**src/rtl/pipe_perf_monitor.sv**
```systemverilog
// Pipeline event monitor: cycle/stall/flush/retire counters, idle and cycle-budget done detection.
// Optional build macro PERF_SATURATE_EN: counters saturate and ovf_o flags the first would-be overflow.
module pipe_perf_monitor #(
    parameter int CNT_W      = 32,
    parameter int MAX_CYCLE  = 64,
    parameter int IDLE_LIMIT = 8
) (
    input  logic             clk_i,
    input  logic             start_i,
    input  logic             stall_i,
    input  logic             flush_i,
    input  logic             retire_i,
    input  logic             clear_i,
    input  logic             freeze_i,
    input  logic [2:0]       sel_i,
    output logic [CNT_W-1:0] rdata_o,
    output logic [CNT_W-1:0] cycle_o,
    output logic [CNT_W-1:0] stall_cnt_o,
    output logic [CNT_W-1:0] flush_cnt_o,
    output logic [CNT_W-1:0] retire_cnt_o,
    output logic [1:0]       state_o,
    output logic             done_o,
    output logic             ovf_o
);

    typedef enum logic [1:0] {
        ST_COUNT = 2'd0,
        ST_HOLD  = 2'd1,
        ST_DONE  = 2'd2
    } state_e;

    // A budget wider than the cycle counter can never be reached, so it is treated as disabled.
    localparam logic [63:0]      MAX_CYCLE_W  = 64'(MAX_CYCLE);
    localparam bit               BUDGET_EN    = (MAX_CYCLE != 0) && ((MAX_CYCLE_W >> CNT_W) == 64'd0);
    localparam logic [CNT_W-1:0] MAX_CYCLE_C  = MAX_CYCLE_W[CNT_W-1:0];
    localparam logic [7:0]       IDLE_LIMIT_C = 8'(IDLE_LIMIT);

    state_e           state_q, state_d;
    logic [CNT_W-1:0] cycle_q, cycle_d, cycle_nx;
    logic [CNT_W-1:0] stall_q, stall_d, stall_nx;
    logic [CNT_W-1:0] flush_q, flush_d, flush_nx;
    logic [CNT_W-1:0] retire_q, retire_d, retire_nx;
    logic [7:0]       idle_q, idle_d, idle_nx;
    logic             stall_inc;
    logic             done_hit;
    logic             counting;

    function automatic logic [CNT_W-1:0] bump(input logic [CNT_W-1:0] v, input logic en);
`ifdef PERF_SATURATE_EN
        return (en && !(&v)) ? v + CNT_W'(1) : v;
`else
        return en ? v + CNT_W'(1) : v;
`endif
    endfunction

    // A flush squashes whatever the stall was holding, so the overlap counts as a flush only.
    assign stall_inc = stall_i && !flush_i;
    assign cycle_nx  = bump(cycle_q, 1'b1);
    assign stall_nx  = bump(stall_q, stall_inc);
    assign flush_nx  = bump(flush_q, flush_i);
    assign retire_nx = bump(retire_q, retire_i);
    assign idle_nx   = retire_i ? 8'd0 : ((&idle_q) ? idle_q : idle_q + 8'd1);
    assign done_hit  = (BUDGET_EN && (cycle_nx == MAX_CYCLE_C)) || (idle_nx == IDLE_LIMIT_C);
    assign counting  = (state_q == ST_COUNT) && !clear_i && !freeze_i;

    always_comb begin
        // NOTE: every next-state signal gets a hold default first so no path infers a latch.
        state_d  = state_q;
        cycle_d  = cycle_q;
        stall_d  = stall_q;
        flush_d  = flush_q;
        retire_d = retire_q;
        idle_d   = idle_q;
        if (clear_i) begin
            state_d  = ST_COUNT;
            cycle_d  = '0;
            stall_d  = '0;
            flush_d  = '0;
            retire_d = '0;
            idle_d   = '0;
        end else begin
            unique case (state_q)
                ST_COUNT: begin
                    if (freeze_i) begin
                        state_d = ST_HOLD;
                    end else begin
                        cycle_d  = cycle_nx;
                        stall_d  = stall_nx;
                        flush_d  = flush_nx;
                        retire_d = retire_nx;
                        idle_d   = idle_nx;
                        if (done_hit) state_d = ST_DONE;
                    end
                end
                ST_HOLD: if (!freeze_i) state_d = ST_COUNT;
                ST_DONE: state_d = ST_DONE;
                default: state_d = ST_COUNT;
            endcase
        end
    end

    always_ff @(posedge clk_i) begin
        // NOTE: start_i is a synchronous reset, so it is sampled here rather than in the sensitivity list.
        if (!start_i) begin
            state_q  <= ST_COUNT;
            cycle_q  <= '0;
            stall_q  <= '0;
            flush_q  <= '0;
            retire_q <= '0;
            idle_q   <= '0;
        end else begin
            state_q  <= state_d;
            cycle_q  <= cycle_d;
            stall_q  <= stall_d;
            flush_q  <= flush_d;
            retire_q <= retire_d;
            idle_q   <= idle_d;
        end
    end

`ifdef PERF_SATURATE_EN
    logic ovf_q, ovf_d;
    logic any_ovf;

    assign any_ovf = (&cycle_q) | (stall_inc & (&stall_q)) | (flush_i & (&flush_q))
                   | (retire_i & (&retire_q));

    always_comb begin
        ovf_d = ovf_q;
        if (clear_i)                 ovf_d = 1'b0;
        else if (counting && any_ovf) ovf_d = 1'b1;
    end

    always_ff @(posedge clk_i) begin
        if (!start_i) ovf_q <= 1'b0;
        else          ovf_q <= ovf_d;
    end

    assign ovf_o = ovf_q;
`else
    assign ovf_o = 1'b0;
`endif

    always_comb begin
        rdata_o = '0;
        unique case (sel_i)
            3'd0:    rdata_o = cycle_q;
            3'd1:    rdata_o = stall_q;
            3'd2:    rdata_o = flush_q;
            3'd3:    rdata_o = retire_q;
            3'd4:    rdata_o = CNT_W'({state_q, idle_q});
            default: rdata_o = '0;
        endcase
    end

    assign cycle_o      = cycle_q;
    assign stall_cnt_o  = stall_q;
    assign flush_cnt_o  = flush_q;
    assign retire_cnt_o = retire_q;
    assign state_o      = state_q;
    assign done_o       = (state_q == ST_DONE);

endmodule

```
**config.mk**
```make
export PLATFORM = sky130hd
export DESIGN_NAME = pipe_perf_monitor
export DESIGN_NICKNAME = d
export VERILOG_FILES = /design/src/rtl/pipe_perf_monitor.sv
export SDC_FILE = /design/constraint.sdc
export NUM_CORES = 1
export LEC_CHECK = 0
export BUFFER_PORTS_ARGS = -buffer_cell sky130_fd_sc_hd__clkbuf_2
export CORE_UTILIZATION = 55
export DETAILED_ROUTE_END_ITERATION = 12
export PLACE_DENSITY_LB_ADDON = 0.1
export SLEW_MARGIN = 20
export SYNTH_ARGS = -nofsm -noshare
export SYNTH_HDL_FRONTEND = slang
export SYNTH_SLANG_ARGS = --single-unit
```
**constraint.sdc**
```tcl
create_clock -name clk_i -period 7.13 [get_ports clk_i]
set_clock_uncertainty 0.15 [all_clocks]
set_input_delay 0.3565 -clock clk_i [delete_from_list [all_inputs] [get_ports clk_i]]
set_output_delay 0.3565 -clock clk_i [all_outputs]
set_load 0.01 [all_outputs]
```
==> reports/qor.txt <==
outcome -> completed
Hold WC Path Type -> in -> reg
Hold EP -> state_o[0]
Int Pwr -> 1.41 mW
clock latency on the worst-skew pair -> 0.42 ns
post-CTS setup buffers -> 0
Starting Density -> 56.3%
number of diodes -> 0
switching share of power -> 21.2%
post-synth top area cell -> dfxtp_1
H-tree depth reported by CTS -> 4
final hold slack -> 0.238 ns
Syn Area/Cell -> 8.54 um^2
largest cells by area after synthesis -> dfxtp_1, xor2_1, nor2_1, mux4_2, xnor2_1
core area -> 13800 um^2
Crit-path slowest cell -> nor3_1
Synth top area share -> 35.5%
Hold Path Origin -> freeze_i
row count -> 43
Iter 0 DRT Violations -> 759
Post-Syn Instances -> 911
clock buffer depth -> 2
die width -> 121 um
Power, Total -> 1.79 mW
P&R area growth vs syn -> 19.1%
Worst-path clk slew -> 0.06 ns
crit path max fanout -> 17
Synth cell types -> 58
global-route congestion overflow total -> 0
setup TNS -> 0 ns
WP buf/inv -> 1
WHS Path Cells -> 3
# setup viols final -> 0
io pins -> 174
crit path kind -> reg -> reg
most used cell, CP -> nand4_1
number of global-route vias before repair -> 6379
cell family with most CP delay -> simple AND/OR/NAND/NOR gates
R2R Setup Slk -> 4.39 ns
WL final -> 22100 um
register area share after synthesis -> 35.5%
die area -> 14600 um^2
final net count -> 1063
arrival time at the worst endpoint -> 2.85 ns
first-pass GRT wire length -> 35200 um
Top Usage Layer GRT -> met2
Slew HR -> 35.6%
Tot GR Track Use -> 31.3%
post-cts resize count -> 0
CTS Buf Count -> 17
via/cell ratio -> 5.79
# fillers -> 1194
Mapped Area -> 7780 um^2
port bufs -> 172
Worst VDD drop -> 120 uV
count leader, synth -> nor2_1
post-synthesis sequential element count -> 138
Final period util -> 38.5%
synth cell count leaders -> nor2_1, dfxtp_1, xor2_1
clock group share of total power -> 53.4%
Synth async-reset ratio -> 0%
CP Launch Type -> flip-flop
DR vias -> 7174
endpoint type of the worst setup path -> flip-flop
Worst Tran Pin Value -> 0.966 ns
met1 GRT Util -> 45.3%
crit-path cells -> nor3_4 -> buf_4 -> nand4_1 -> nor3_1 -> nand4_1 -> xor2_1 -> nor2_1
DP HPWL -> 15800 um
Power per Cell Area -> 193 nW/um^2
CTS tree -> built
worst r2r dst -> stall_cnt_o[28]
final instance area -> 9270 um^2
Num Clock Sinks -> 138
average routed wire per standard cell -> 17.9 um
fin crit period -> 2.74 ns
combinational power share -> 3.3%
Fmax -> 365 MHz
post-synthesis net count -> 927
Worst R2R Start -> state_o[1]
Leakage -> 3.60 nW
ys flop type -> dfxtp_1
share of layout cells above drive strength 1 -> 23.5%
CP Data Required Time -> 7.24 ns
Seq pwr share -> 43.3%
CP max stage delay -> 0.75 ns
Die Y -> 121 um
endpoints failing hold -> 0
Placed Area -> 8620 um^2
initial antenna violation count -> 0
CTS hold repair buffers -> 0
unrepaired setup endpoints after global routing -> no
warnings from Yosys -> 0
number of remaining DRC errors -> 0
GR Util met2 -> 46.2%
number of synthesized flops with an enable pin -> 0
P_sw -> 381 uW
CTS root buf -> clkbuf_16
maxcap violations -> 0
M3 GR Usage -> 5.64%
DRT antenna net count -> 0
GP Congestion -> 0.900
largest net degree at the start of global routing -> 94
post-layout util -> 67.1%
FF-to-FF path depth -> 7
fin. max-slew vios -> 0
drt pass-1 iters -> 5
[per-layer routing]
| layer | wire [um] | share of wire (%) |
|---|---|---|
| met3 | 1490 | 6.7 |
| met2 | 9760 | 44 |
| met1 | 10300 | 47 |
| met5 | 0 | 0 |
| met4 | 541 | 2.4 |
[area by class of cell]
type,count,area [um^2],share of cell area [%]
multi-input cells,701,4700,50.7
well taps,180,225,2.43
inverters,14,52.6,0.567
flip-flops and latches,138,2760,29.8
clock buffers,21,480,5.18
repair buffers,175,883,9.53
clock inverters,11,166,1.79
[worst reg2reg max path, stage by stage (launching register included)]
cell     delay, ns
dfxtp_1       0.48
nor3_4        0.23
buf_4         0.27
nand4_1       0.20
nor3_1        0.75
nand4_1       0.22
xor2_1        0.23
nor2_1        0.07
[state kept, by name (all words and copies together) (netlist names)]
name          cells
flush_cnt_o      32
retire_cnt_o     32
idle_q            8
cycle_o          32
stall_cnt_o      32
state_o           2
[cells in the final DEF, fill, tap and decap left out, types with 23 or more instances in the layout]
master	n
xor2_1	73
nand2_1	66
or3_1	23
nand4_1	33
clkbuf_2	172
nand3_1	41
a21oi_1	39
nor2b_1	30
nor3_1	23
o21ai_0	23
dfxtp_1	138
mux4_2	23
mux2i_1	23
xnor2_1	46
nor2_1	153
[worst max path at each step]
stage	to	slack, ns	cells past startpoint	start
after detailed placement	retire_cnt_o[25]	4.47	8	retire_i
after global routing	stall_cnt_o[24]	4.10	7	state_o[1]
after global placement	stall_cnt_o[30]	4.49	7	state_o[1]
final	stall_cnt_o[28]	4.39	7	state_o[1]
after floorplan	rdata_o[8]	4.73	6	sel_i[1]
after CTS	stall_cnt_o[28]	4.41	7	state_o[1]
[power groups by stage]
stage,logic [mW],clock network (mW),registers [mW]
after floorplan,0.0461,0,0.792
after global placement,0.0585,0,0.793
after detailed placement,0.0585,0,0.793
after CTS,0.0586,0.966,0.776
after global routing,0.0643,1.00,0.776
final,0.0586,0.958,0.776
[logic make-up after synthesis]
group	Yosys count	share of synthesized area, %
multiplexers	46	9.61
AO/OA/AOI/OAI	93	6.91
buffers and inverters	72	4.20
other	1	0.0482
AND/OR/NAND/NOR	436	29.4
XOR/XNOR	119	13.4
flip-flops	138	35.5
adder cells (fa/ha/maj)	6	0.965
[through the flow]
step,cells,setup slack (ns)
6_report,1240,4.39
5_1_grt,1240,4.10
4_1_cts,1240,4.41
3_5_place_dp,1208,4.47
3_3_place_gp,1208,4.49
2_1_floorplan,911,4.73
(Power assumes the default switching activity.)
